**src/rtl/calc_pkg.sv**
```systemverilog
// Shared calculator types plus a helper that sizes the BCD digit field for a binary width.
package calc_pkg;

  typedef enum logic [1:0] {OP_ADD, OP_SUB, OP_MUL, OP_DIV} op_t;

  typedef bit [3:0] bcd_digit_t;

  typedef enum logic [1:0] {IDLE, SHIFT, DONE} bcd_state_t;

  // Smallest digit count whose decimal range covers 2**width-1.
  function automatic int bcd_digits_needed(input int width);
    longint unsigned maxv;
    longint unsigned p;
    int              n;
    maxv = (64'd1 << width) - 64'd1;
    p    = 64'd10;
    n    = 1;
    for (int i = 0; i < 20; i++) begin
      if (p <= maxv) begin
        p = p * 64'd10;
        n = n + 1;
      end
    end
    return n;
  endfunction

endpackage

```
**src/rtl/bcd_dabble_digit.sv**
```systemverilog
// One double-dabble correction cell: a digit of 5 or more gets +3 before the shift.
module bcd_dabble_digit
  import calc_pkg::*;
(
  input  bcd_digit_t din,
  output bcd_digit_t dout
);

  always_comb begin
    dout = (din >= 4'd5) ? bcd_digit_t'(din + 4'd3) : din;
  end

endmodule

```
**src/rtl/calc_result_to_bcd.sv**
```systemverilog
// Iterative binary-to-BCD converter (one bit per clock) with valid/ready on both sides.
// Define CALC_BCD_SIGNED_EN to treat in_result as two's complement and add out_negative.
module calc_result_to_bcd
  import calc_pkg::*;
#(
  parameter int DATA_WIDTH = 16,
  parameter int DIGITS     = 5
) (
  input  logic                         clk,
  input  logic                         rst_n,
  input  logic                         in_valid,
  output logic                         in_ready,
  input  logic [DATA_WIDTH-1:0]        in_result,
  input  logic                         in_invalid,
  output logic                         out_valid,
  input  logic                         out_ready,
  output logic [4*DIGITS-1:0]          out_bcd,
  output logic                         out_error,
`ifdef CALC_BCD_SIGNED_EN
  output logic                         out_negative,
`endif
  output logic [$clog2(DIGITS+1)-1:0]  out_digits
);

  localparam int BW  = 4 * DIGITS;
  localparam int CW  = $clog2(DATA_WIDTH + 1);
  localparam int DGW = $clog2(DIGITS + 1);

  if (DIGITS < bcd_digits_needed(DATA_WIDTH)) begin : g_digits_too_small
    $error("calc_result_to_bcd: DIGITS cannot hold 2**DATA_WIDTH-1");
  end

  bcd_state_t            state_q, state_d;
  logic [DATA_WIDTH-1:0] shreg_q, shreg_d;
  logic [BW-1:0]         bcd_q, bcd_d;
  logic [CW-1:0]         cnt_q, cnt_d;
  logic                  out_valid_q, out_valid_d;
  logic [BW-1:0]         out_bcd_q, out_bcd_d;
  logic                  out_error_q, out_error_d;
  logic [DGW-1:0]        out_digits_q, out_digits_d;
`ifdef CALC_BCD_SIGNED_EN
  logic                  neg_q, neg_d;
  logic                  out_neg_q, out_neg_d;
`endif

  logic [BW-1:0]         bcd_corr;
  logic [BW-1:0]         bcd_shift;
  logic [DATA_WIDTH-1:0] mag;
  logic                  unused_corr_msb;

  for (genvar g = 0; g < DIGITS; g++) begin : g_digit
    bcd_dabble_digit u_digit (
      .din  (bcd_q[4*g +: 4]),
      .dout (bcd_corr[4*g +: 4])
    );
  end

  // The corrected top bit is always 0 given the DIGITS constraint, so it falls off the shift.
  assign bcd_shift       = {bcd_corr[BW-2:0], shreg_q[DATA_WIDTH-1]};
  assign unused_corr_msb = bcd_corr[BW-1];

`ifdef CALC_BCD_SIGNED_EN
  assign mag = in_result[DATA_WIDTH-1] ? (~in_result + 1'b1) : in_result;
`else
  assign mag = in_result;
`endif

  function automatic logic [DGW-1:0] sig_digits(input logic [BW-1:0] b);
    logic [DGW-1:0] n;
    n = DGW'(1);
    for (int i = 0; i < DIGITS; i++) begin
      if (b[4*i +: 4] != 4'd0) n = DGW'(i + 1);
    end
    return n;
  endfunction

  always_comb begin
    state_d      = state_q;
    shreg_d      = shreg_q;
    bcd_d        = bcd_q;
    cnt_d        = cnt_q;
    out_valid_d  = out_valid_q;
    out_bcd_d    = out_bcd_q;
    out_error_d  = out_error_q;
    out_digits_d = out_digits_q;
`ifdef CALC_BCD_SIGNED_EN
    neg_d        = neg_q;
    out_neg_d    = out_neg_q;
`endif
    case (state_q)
      IDLE: begin
        if (in_valid) begin
          if (in_invalid) begin
            state_d      = DONE;
            out_valid_d  = 1'b1;
            out_error_d  = 1'b1;
            out_bcd_d    = '0;
            out_digits_d = '0;
`ifdef CALC_BCD_SIGNED_EN
            out_neg_d    = 1'b0;
`endif
          end else begin
            state_d = SHIFT;
            shreg_d = mag;
            bcd_d   = '0;
            cnt_d   = CW'(DATA_WIDTH);
`ifdef CALC_BCD_SIGNED_EN
            neg_d   = in_result[DATA_WIDTH-1];
`endif
          end
        end
      end
      SHIFT: begin
        bcd_d   = bcd_shift;
        shreg_d = shreg_q << 1;
        cnt_d   = cnt_q - CW'(1);
        if (cnt_q == CW'(1)) begin
          state_d      = DONE;
          out_valid_d  = 1'b1;
          out_error_d  = 1'b0;
          out_bcd_d    = bcd_shift;
          out_digits_d = sig_digits(bcd_shift);
`ifdef CALC_BCD_SIGNED_EN
          out_neg_d    = neg_q;
`endif
        end
      end
      DONE: begin
        if (out_ready) begin
          state_d     = IDLE;
          out_valid_d = 1'b0;
        end
      end
      default: state_d = IDLE;
    endcase
  end

  always_ff @(posedge clk) begin
    if (!rst_n) begin
      state_q      <= IDLE;
      shreg_q      <= '0;
      bcd_q        <= '0;
      cnt_q        <= '0;
      out_valid_q  <= 1'b0;
      out_bcd_q    <= '0;
      out_error_q  <= 1'b0;
      out_digits_q <= '0;
`ifdef CALC_BCD_SIGNED_EN
      neg_q        <= 1'b0;
      out_neg_q    <= 1'b0;
`endif
    end else begin
      state_q      <= state_d;
      shreg_q      <= shreg_d;
      bcd_q        <= bcd_d;
      cnt_q        <= cnt_d;
      out_valid_q  <= out_valid_d;
      out_bcd_q    <= out_bcd_d;
      out_error_q  <= out_error_d;
      out_digits_q <= out_digits_d;
`ifdef CALC_BCD_SIGNED_EN
      neg_q        <= neg_d;
      out_neg_q    <= out_neg_d;
`endif
    end
  end

  assign in_ready   = (state_q == IDLE);
  assign out_valid  = out_valid_q;
  assign out_bcd    = out_bcd_q;
  assign out_error  = out_error_q;
  assign out_digits = out_digits_q;
`ifdef CALC_BCD_SIGNED_EN
  assign out_negative = out_neg_q;
`endif

endmodule

```
**config.mk**
```make
export PLATFORM = sky130hd
export DESIGN_NAME = calc_result_to_bcd
export DESIGN_NICKNAME = d
export VERILOG_FILES = /design/src/rtl/calc_pkg.sv /design/src/rtl/bcd_dabble_digit.sv /design/src/rtl/calc_result_to_bcd.sv
export SDC_FILE = /design/constraint.sdc
export NUM_CORES = 1
export LEC_CHECK = 0
export CAP_MARGIN = 20
export CORE_ASPECT_RATIO = 1.2
export CORE_UTILIZATION = 40
export DETAILED_ROUTE_END_ITERATION = 6
export PLACE_DENSITY = 0.62
export RECOVER_POWER = 100
export SYNTH_ARGS = -nofsm -noshare
export SYNTH_HDL_FRONTEND = slang
export SYNTH_SLANG_ARGS = --single-unit
```
**constraint.sdc**
```tcl
create_clock -name clk -period 3.3 [get_ports clk]
set_input_delay 0.33 -clock clk [delete_from_list [all_inputs] [get_ports clk]]
set_output_delay 0.33 -clock clk [all_outputs]
set_load 0.02 [all_outputs]
```
== Word level (Yosys, flattened, before mapping) ==
Index checks and enable logic that the tools add are counted.

* Register bits: 68
* Bits of input ports: 21

* Add/subtract/negate cells: 6
* $lt $le $gt $ge: 5
* Eq/ne operators: 8
* Multiplexer cells: 38
* Reduce and logical (&&, ||, !) cells: 11

{| class="wikitable"
|+ Operators by type and width
! kind !! number
|-
| two-way mux 20 bit || 5
|-
| one-hot mux 20 bit (2 select lines) || 2
|-
| two-way mux 16 bit || 2
|-
| one-hot mux 16 bit (2 select lines) || 1
|-
| two-way mux 3 bit || 7
|-
| greater-or-equal comparator 4 x 3 -> 1 bit (second input constant) || 5
|-
| adder 4 x 2 -> 4 bit (second input constant) || 4
|-
| two-way mux 4 bit || 4
|-
| nonzero test 4 bit || 4
|-
| two-way mux 2 bit || 5
|-
| two-way mux 5 bit || 2
|-
| one-hot mux 5 bit (2 select lines) || 1
|-
| != test 2 bit (second input constant) || 4
|-
| one-hot mux 2 bit (3 select lines) || 1
|-
| one-hot mux 3 bit (2 select lines) || 1
|-
| AND reduction 3 bit || 2
|-
| equality test 5 x 1 -> 1 bit (second input constant) || 1
|-
| two-way mux 1 bit || 5
|-
| AND reduction 5 bit || 1
|-
| subtractor 5 x 1 -> 5 bit (second input constant) || 1
|-
| AND reduction 4 bit || 1
|-
| adder 3 x 2 -> 3 bit (second input constant) || 1
|-
| one-hot mux 1 bit (3 select lines) || 1
|-
| nonzero test 3 bit || 1
|-
| other kinds (6) || 6
|}

== Depth between registers and ports, before layout ==
Gate-level depths: netlist (run 1).

* Word-level depth: 9
* Gate-level depth with buffers: 8

== By module ==
From an unflattened synthesis (run 1), not the netlist that was laid out.

* Cell total of the unflattened synthesis: 374
* Area, all modules: 3145.5 um2

{| class="wikitable"
|+ By module, submodules not included
! module !! times used !! cells an instance !! area an instance (um2) !! seq. area each (um2)
|-
| calc_result_to_bcd || 1 || 294 || 2638.8 || 1361.3
|-
| bcd_dabble_digit || 5 || 16 || 101.3 || 0.0
|}

== Least setup slack after synthesis (run 1) ==
OpenSTA, ideal clock, no wires.

* Path type: register -> register
* Start point: reg bcd_q[13]
* End point: reg out_digits_q[2] (netlist: out_digits[2])
* Library setup time: 117 ps
* Arrival: 1674 ps
* Data required time: 3183 ps
* Slack: 1509 ps
* Stages on the path, launching flop included: 9
* Cell sequence: dfxtp_1 -> inv_1 -> ha_1 -> nand2b_1 -> a21oi_1 -> mux2i_1 -> and3_1 -> nand4_1 -> a32o_1

* Longest elaborated chain between the ends: 7
* Elaborated cells between the ends (all ways): 9
* Classes of those cells: 1 x add/sub; 1 x order compare; 5 x mux; 2 x reduce/logical

{| class="wikitable"
|+ RTL lines
! element !! RTL line !! text
|-
| start: declaration || calc_result_to_bcd.sv:35 || <nowiki>logic [BW-1:0] bcd_q, bcd_d;</nowiki>
|-
| start signal: assignment || calc_result_to_bcd.sv:142 || <nowiki>bcd_q <= '0;</nowiki>
|-
| start signal: assignment || calc_result_to_bcd.sv:155 || <nowiki>bcd_q <= bcd_d;</nowiki>
|-
| adder 4 x 2 -> 4 bit or greater-or-equal comparator 4 x 3 -> 1 bit (tied branches) || bcd_dabble_digit.sv:10 || <nowiki>dout = (din >= 4'd5) ? bcd_digit_t'(din + 4'd3) : din;</nowiki>
|-
| two-way mux 4 bit (*) || bcd_dabble_digit.sv:10 ||
|-
| nonzero test 4 bit || calc_result_to_bcd.sv:72 || <nowiki>if (b[4*i +: 4] != 4'd0) n = DGW'(i + 1);</nowiki>
|-
| two-way mux 3 bit || calc_result_to_bcd.sv:72 ||
|-
| two-way mux 3 bit (*) || calc_result_to_bcd.sv:72 ||
|-
| two-way mux 3 bit (*) || calc_result_to_bcd.sv:117 || <nowiki>if (cnt_q == CW'(1)) begin</nowiki>
|-
| one-hot mux 3 bit (2 select lines) (*) || calc_result_to_bcd.sv:90 || <nowiki>case (state_q)</nowiki>
|-
| end signal: assignment || calc_result_to_bcd.sv:160 || <nowiki>out_digits_q <= out_digits_d;</nowiki>
|-
| end: declaration || calc_result_to_bcd.sv:40 || <nowiki>logic [DGW-1:0] out_digits_q, out_digits_d;</nowiki>
|}

Every way passes the cells marked *; elsewhere a longest branch is shown, timed or not. The select of a mux whose other input is x is not followed.
A chain may end at the register's enable or synchronous reset.

== Worst setup path after layout (run 1) ==
* Start point: in in_valid
* End point: reg shreg_q[7]

* Longest elaborated chain between the ends: 2

{| class="wikitable"
|+ RTL lines
! element !! RTL line !! text
|-
| start: declaration || calc_result_to_bcd.sv:11 || <nowiki>input logic in_valid,</nowiki>
|-
| != test 2 bit (no source line) || -- ||
|-
| AND reduction 3 bit (no source line) || -- ||
|-
| end signal: assignment || calc_result_to_bcd.sv:154 || <nowiki>shreg_q <= shreg_d;</nowiki>
|-
| end: declaration || calc_result_to_bcd.sv:34 || <nowiki>logic [DATA_WIDTH-1:0] shreg_q, shreg_d;</nowiki>
|}

Every way passes these cells.

==> results.tsv, run 1 <==
stage	metric	value	unit
outcome	run status	completed	
sta	number of failing hold endpoints at the final stage	0	
floorplanning	Die Outline Area	8710	µm²
drt	number of remaining DRC errors	0	
critical_path	Worst Reg2Reg Path Length in Cells	5	
drt	via/cell ratio	5.108	
synth	gate count after technology mapping	390	
clock_tree	total number of H-tree levels	3	
drt	starting DRC count in detailed routing	102	
sta	worst-case setup margin in the final layout	873.0	ps
global_route	maximum number of pins on one net before global-route repair	47	
cells_and_area	area growth from synthesis to final layout	19.58	%
floorplanning	Starting Density	0.4114	
pwr	clock share of power	0.362	
placed_design	buffers added on ports	46	
drt	remaining number of nets flagged by the antenna check after routing	0	
drt	number of iterations in the first detailed-routing pass	4	
synth	post-synthesis async set-or-reset flop share	0	
placed_design	Cell Area, Placed	3849	µm²
worst_hold_path	class of the most critical hold timing path	reg -> reg	
synth	Top FF cell, synth	sky130_fd_sc_hd__dfxtp_1	
critical_path	path length in cells of the critical path	6	
pwr	standby leakage power	1.654	nW
critical_path	kind of cell adding the most delay to the critical path	buffers and inverters	
worst_hold_path	Min-Delay Path Depth	2	
synth	cell type with the largest total area after synthesis	sky130_fd_sc_hd__dfxtp_1	
floorplanning	height of the die	102.0	µm
cells_and_area	number of antenna repair diodes	0	
clock_tree	clock latency on the worst-skew pair	340	ps
cells_and_area	ratio of cells with drive above 1 in the final layout	0.04608	
critical_path	CP required	3530	ps
sta	RSZ-0062 raised after global routing	false	
drt	wire length after detailed routing	7.013	mm
cells_and_area	Storage cell area	1361	µm²
sta	transition at the pin with the smallest max-transition slack	1297	ps
critical_path	type of the worst setup path	in -> reg	
global_route	global-route wire length before repair	11.74	mm
cells_and_area	number of nets in the finished design	464	
floorplanning	top-level port count	47	
placed_design	placement-stage worst setup slack	1051	ps
synth	portion of the post-synthesis area used by sequential elements	0.4081	
pwr	cell-internal power	1.276	mW
clock_tree	Clock Sinks	68	
clock_tree	total setup buffers inserted after CTS	0	
placed_design	detailed placer's ending HPWL	4.900	mm
synth	Synth Area in Simple Gates	0.2277	
critical_path	critical-path cell with the highest stage delay	sky130_fd_sc_hd__clkbuf_1	
pwr	IR drop worst, VDD	281.1	µV
sta	setup TNS	0	ps
critical_path	WP buf/inv	2	
pwr	combinational share of power	0.128	
synth	combinational family with the most area after synthesis	simple AND/OR/NAND/NOR gates	
critical_path	cell-by-cell trace of the critical path	clkdlybuf4s50_1, nor4b_1, clkbuf_1, mux2i_1, nand2_1, o211a_1	
cells_and_area	Filler cells	824	
global_route	global route overflow	0	
cells_and_area	area of combinational cells with multiple inputs	1788	µm²
floorplanning	CORE AREA	8108	µm²
drt	Via Count	2702	
synth	nets in the synthesized netlist	423	
synth	number of synthesized flops with an enable pin	0	
floorplanning	die width	85.36	µm
cells_and_area	commonest non-fill, non-tap cell in the layout	sky130_fd_sc_hd__nand2_1	
sta	post-route fraction of the period consumed by the critical path	0.7354	
synth	xor/xnor cell area share of the yosys netlist	0.02101	
global_route	number of global-route vias before repair	2645	
sta	Max-Slew Margin vs Limit	0.1356	
synth	compound-cell area share of the yosys netlist	0.1894	
critical_path	worst-path maximum fanout	21	
synth	unique cell type count in the Yosys netlist	39	
sta	final number of max-transition violations	0	
synth	Syn Std Cell Area	3336	µm²
sta	clock period minus final worst setup slack	2427	ps
critical_path	arrival time worst endpoint	2650	ps
drt	Wirelength per Cell	13.26	µm
synth	leading post-synthesis cells by cell area	sky130_fd_sc_hd__dfxtp_1 41%, sky130_fd_sc_hd__nand2_1 8.2%, sky130_fd_sc_hd__mux2i_1 6.0%, sky130_fd_sc_hd__a21oi_1 5.1%, sky130_fd_sc_hd__ha_1 4.5%	
global_route	Total GRT Usage	0.1723	
critical_path	CP endpoint kind	flop	
critical_path	element type at the critical path start	primary input	
job	maxcap violations	0	
clock_tree	largest buffer count on any clock path	2	
clock_tree	TritonCTS Buffers	9	
clock_tree	PostCTS Resize Cnt	0	
cells_and_area	Final Cell Area	3989	µm²
sta	clock skew	10.30	ps
pwr	switching component of the power	450.0	µW
sta	Final setup violation count	0	
floorplanning	Cell Rows	36	
global_route	antenna violations before repair	0	
synth	post-synthesis sequential element count	68	
pwr	relative contribution of sequential cells to total power	0.510	
synth	synthesized area divided by synthesized cell count	8.553	µm²
clock_tree	clk root buf	sky130_fd_sc_hd__clkbuf_8	
pwr	power density over the cells	432.7	nW/µm²
clock_tree	Post-CTS Hold Fix Bufs	0	
clock_tree	CTS tree	built	
placed_design	routability-driven placement congestion ratio	0.7568	
synth	proportion of netlist area held by the largest area contributor	0.4081	
synth	post-synthesis share of cell area spent on full adders, half adders and majority gates	0.04501	
cells_and_area	commonest cells after routing, fill and taps aside	73 x sky130_fd_sc_hd__nand2_1, 68 x sky130_fd_sc_hd__dfxtp_1, 34 x sky130_fd_sc_hd__a21oi_1	
sta	Fmax achieved	0.4120	GHz
pwr	share of total power consumed by net switching	0.2607	
clock_tree	clock transition at the registers of the reported paths	70	ps
critical_path	CP max stage delay	1000	ps
synth	Synth Warn #	0	
synth	post-synthesis mux area share	0.06002	
[logic make-up after synthesis]
group,after synthesis
buffers and inverters,37
muxes,20
AOI/OAI and AO/OA,97
xor gates and xnor gates,8
DFF,68
adders and majority gates,12
and+or+nand+nor,148
[flip-flops by register name (all words and copies together), names as in the netlist]
register	count
shreg_q	16
cnt_q	5
out_valid	1
out_digits	3
out_error	1
bcd_q	20
out_bcd	20
state_q	2
[metal layers]
layer | vias up | track usage | part of all wire
met2 | 55 | 0.3244 | 0.49
li1 | 1402 | - | -
met1 | 1234 | 0.1832 | 0.45
met3 | 11 | 0.03473 | 0.037
met4 | 0 | 0.08718 | 0.024
met5 | - | 0 | 0
[cell usage after synthesis (2+ instances only)]
cell / n
sky130_fd_sc_hd__nand2_1: 73
sky130_fd_sc_hd__dfxtp_1: 68
sky130_fd_sc_hd__a21oi_1: 34
sky130_fd_sc_hd__mux2i_1: 20
sky130_fd_sc_hd__nor2b_1: 20
sky130_fd_sc_hd__a21boi_1: 19
sky130_fd_sc_hd__inv_1: 16
sky130_fd_sc_hd__o211a_1: 15
sky130_fd_sc_hd__nor2_1: 14
sky130_fd_sc_hd__o21ai_1: 13
sky130_fd_sc_hd__ha_1: 12
sky130_fd_sc_hd__buf_2: 10
sky130_fd_sc_hd__nor3b_1: 9
sky130_fd_sc_hd__and2_1: 8
sky130_fd_sc_hd__clkbuf_1: 8
sky130_fd_sc_hd__nand2b_1: 7
sky130_fd_sc_hd__xnor2_1: 7
sky130_fd_sc_hd__o21ai_0: 6
sky130_fd_sc_hd__nand3_1: 5
sky130_fd_sc_hd__o21a_1: 3
sky130_fd_sc_hd__a22oi_1: 2
sky130_fd_sc_hd__a31oi_1: 2
sky130_fd_sc_hd__and3_1: 2
sky130_fd_sc_hd__nor4b_4: 2
[power by group through the flow]
stage               Sequential [mW]  Combinational (mW)  Clock, mW
CTS                           0.881               0.234      0.647
detailed placement            0.900               0.234          0
global route                  0.883               0.246      0.687
global placement              0.899               0.229          0
floorplan                     0.897               0.163          0
finish                        0.880               0.220      0.626
[worst reg2reg max path: stages (launching register included)]
cell,delay [ps]
sky130_fd_sc_hd__dfxtp_1,370
sky130_fd_sc_hd__nor4b_1,430
sky130_fd_sc_hd__clkbuf_1,1000
sky130_fd_sc_hd__mux2i_1,280
sky130_fd_sc_hd__nand2_1,70
sky130_fd_sc_hd__o211a_1,150
[metrics by stage]
stage / power, mW / instances / hold slack [ps] / utilization
2_1_floorplan: 1.060 / 390 / 435.1 / -
3_3_place_gp: 1.129 / 515 / 444.0 / 0.4747
6_report: 1.726 / 529 / 460.0 / 0.4920
4_1_cts: 1.763 / 529 / 457.9 / 0.4963
3_5_place_dp: 1.133 / 515 / 448.3 / 0.4747
5_1_grt: 1.817 / 529 / 487.8 / 0.4920
[area by class of cell]
class	count	share of cell area
tap	95	0.02980
multi-input combinational	285	0.4482
inverter	16	0.01506
clock inverter	2	0.002509
sequential	68	0.3413
clock buffer	12	0.04141
timing repair buffer	51	0.1217
[worst paths after layout]
| kind | from | to | slack, ps |
|---|---|---|---|
| setup / recovery | in_valid | shreg_q[7] | 870 |
| hold / removal | out_digits[1] | out_digits[1] | 460 |
| setup reg to reg | state_q[0] | shreg_q[7] | 890 |
| hold reg to reg | out_digits[1] | out_digits[1] | 460 |
No activity file was read; power rests on OpenSTA's default activity.
==> inputs of run 2 (changes only) <==
--- a/config.mk
+++ b/config.mk
@@ -9,7 +9,7 @@
 export CORE_ASPECT_RATIO = 1.2
 export CORE_UTILIZATION = 40
 export DETAILED_ROUTE_END_ITERATION = 6
-export PLACE_DENSITY = 0.62
+export PLACE_DENSITY = 0.64
 export RECOVER_POWER = 100
 export SYNTH_ARGS = -nofsm -noshare
 export SYNTH_HDL_FRONTEND = slang
==> constraint.sdc (replaced) <==
create_clock -name clk -period 2.2 [get_ports clk]
set_input_delay 0.22 -clock clk [delete_from_list [all_inputs] [get_ports clk]]
set_output_delay 0.22 -clock clk [all_outputs]
set_load 0.02 [all_outputs]
==> run 2 against run 1 <==
Clock skew is essentially flat. Total power grew 65%. Highest routed layer unchanged. Largest power group unchanged. Critical path type is now reg -> reg. Largest cell class unchanged. Final area grew 2.9%. Critical endpoint is now out_digits[2].
==> results.tsv, run 2 (synthesized netlist as in run 1, its figures left out) <==
stage	metric	value	unit
global_route	global route overflow	0	
critical_path	critical-path cell with the highest stage delay	sky130_fd_sc_hd__dfxtp_1	
sta	Fmax achieved	0.5088	GHz
clock_tree	CTS tree	built	
drt	Met2 Wirelength	3.510	mm
placed_design	buffers added on ports	46	
global_route	number of global-route vias before repair	2615	
drt	number of remaining DRC errors	0	
sta	transition at the pin with the smallest max-transition slack	506.1	ps
critical_path	worst-path maximum fanout	4	
sta	Final setup violation count	0	
drt	amount of wire on met3 after detailed routing	249	µm
clock_tree	total setup buffers inserted after CTS	0	
clock_tree	total number of H-tree levels	3	
sta	setup TNS	0	ps
pwr	IR drop worst, VDD	323.8	µV
sta	clock skew	10.12	ps
sta	Max-Slew Margin vs Limit	0.6626	
critical_path	type of the worst setup path	reg -> reg	
floorplanning	die width	85.36	µm
global_route	antenna violations before repair	0	
placed_design	detailed placer's ending HPWL	4.918	mm
cells_and_area	number of antenna repair diodes	0	
floorplanning	top-level port count	47	
cells_and_area	area growth from synthesis to final layout	23.07	%
cells_and_area	Storage cell area	1361	µm²
critical_path	CP required	2430	ps
floorplanning	height of the die	102.0	µm
clock_tree	clock latency on the worst-skew pair	340	ps
cells_and_area	commonest non-fill, non-tap cell in the layout	sky130_fd_sc_hd__nand2_1	
outcome	run status	completed	
pwr	standby leakage power	1.710	nW
cells_and_area	Filler cells	826	
drt	uppermost layer routed	met4	
clock_tree	Post-CTS Hold Fix Bufs	0	
sta	post-route fraction of the period consumed by the critical path	0.8933	
global_route	Total GRT Usage	0.1753	
floorplanning	CORE AREA	8108	µm²
cells_and_area	commonest cells after routing, fill and taps aside	73 x sky130_fd_sc_hd__nand2_1, 68 x sky130_fd_sc_hd__dfxtp_1, 34 x sky130_fd_sc_hd__a21oi_1	
clock_tree	clock transition at the registers of the reported paths	80	ps
drt	starting DRC count in detailed routing	147	
drt	via/cell ratio	5.144	
floorplanning	Die Outline Area	8710	µm²
clock_tree	clk root buf	sky130_fd_sc_hd__clkbuf_8	
clock_tree	PostCTS Resize Cnt	0	
placed_design	routability-driven placement congestion ratio	0.8386	
critical_path	setup slack, reg-to-reg	230	ps
sta	final number of max-transition violations	0	
drt	number of iterations in the first detailed-routing pass	6	
critical_path	cell-by-cell trace of the critical path	inv_1, ha_1, nand2b_1, a21oi_1, mux2i_1, and3_1, nand4_1, a32o_1	
cells_and_area	ratio of cells with drive above 1 in the final layout	0.06349	
critical_path	CP max stage delay	340	ps
sta	clock period minus final worst setup slack	1965	ps
drt	wire length after detailed routing	7.071	mm
cells_and_area	area of combinational cells with multiple inputs	1800	µm²
drt	Via Count	2757	
worst_hold_path	class of the most critical hold timing path	in -> reg	
global_route	maximum number of pins on one net before global-route repair	47	
pwr	power density over the cells	695.9	nW/µm²
global_route	global-route wire length before repair	11.95	mm
critical_path	arrival time worst endpoint	2200	ps
clock_tree	Clock Sinks	68	
cells_and_area	number of nets in the finished design	469	
drt	Wirelength per Cell	13.19	µm
critical_path	CP endpoint kind	flop	
sta	number of failing hold endpoints at the final stage	0	
critical_path	element type at the critical path start	flop	
floorplanning	Cell Rows	36	
floorplanning	Starting Density	0.4114	
clock_tree	largest buffer count on any clock path	2	
sta	Worst Hold Margin	295.4	ps
drt	remaining number of nets flagged by the antenna check after routing	0	
clock_tree	TritonCTS Buffers	9	
drt	Routed met1 length	3.219	mm
sta	RSZ-0062 raised after global routing	false	
job	maxcap violations	0	
==> run 2: cell count changes in the layout (fill, tap and decap cells not counted), moves of 2 or more <==
| cell | previous run | this run |
|---|---|---|
| sky130_fd_sc_hd__clkinv_2 | 2 | 0 |
| sky130_fd_sc_hd__o21ai_0 | 13 | 11 |
| sky130_fd_sc_hd__bufinv_16 | 0 | 2 |
| sky130_fd_sc_hd__buf_4 | 3 | 7 |
==> run 2: final timing paths <==
check                        to        start  cells past startpoint
setup reg to reg  out_digits[2]    bcd_q[13]                      8
hold reg to reg     out_bcd[15]  out_bcd[15]                      2
hold / removal         bcd_q[9]        rst_n                      2
setup / recovery  out_digits[2]    bcd_q[13]                      8
==> run 2: cell type report <==
type / count / area share
multi-input combinational: 285 / 0.4386
sequential: 68 / 0.3316
timing repair buffer: 56 / 0.1308
clock buffer: 13 / 0.03871
tap: 95 / 0.02895
clock inverter: 3 / 0.01676
inverter: 16 / 0.01463
==> run 2: worst max-delay path: cells and delay by family, from the launching register on <==
family / cells / cell delay, ps
compound gates: 2 / 570
fa+ha+maj: 1 / 190
buf+inv: 1 / 90
flops: 1 / 340
mux: 1 / 210
simple gates: 3 / 450
==> run 2: stage by stage <==
step	cell area, µm²	setup WS [ps]	utilization	std cells	power [mW]
floorplan	3336	408.9	-	390	1.591
global placement	3899	326.3	0.4809	520	1.713
detailed placement	3899	258.4	0.4809	520	1.723
CTS	4126	236.2	0.5090	536	2.907
global route	4105	75.00	0.5063	536	2.986
finish	4105	234.8	0.5063	536	2.857
==> run 2: per-layer routing <==
metal	GRT usage	vias to the layer above
met3	0.03796	12
met4	0.07821	0
li1	-	1417
met5	0	-
met1	0.2033	1278
met2	0.3120	50
==> run 2: power breakdown <==
group / switching (mW) / leakage [nW] / internal [mW] / total [mW]
sequential: 0.0377 / 0.552 / 1.28 / 1.32
clock: 0.475 / 0.114 / 0.704 / 1.18
combinational: 0.195 / 1.04 / 0.164 / 0.359
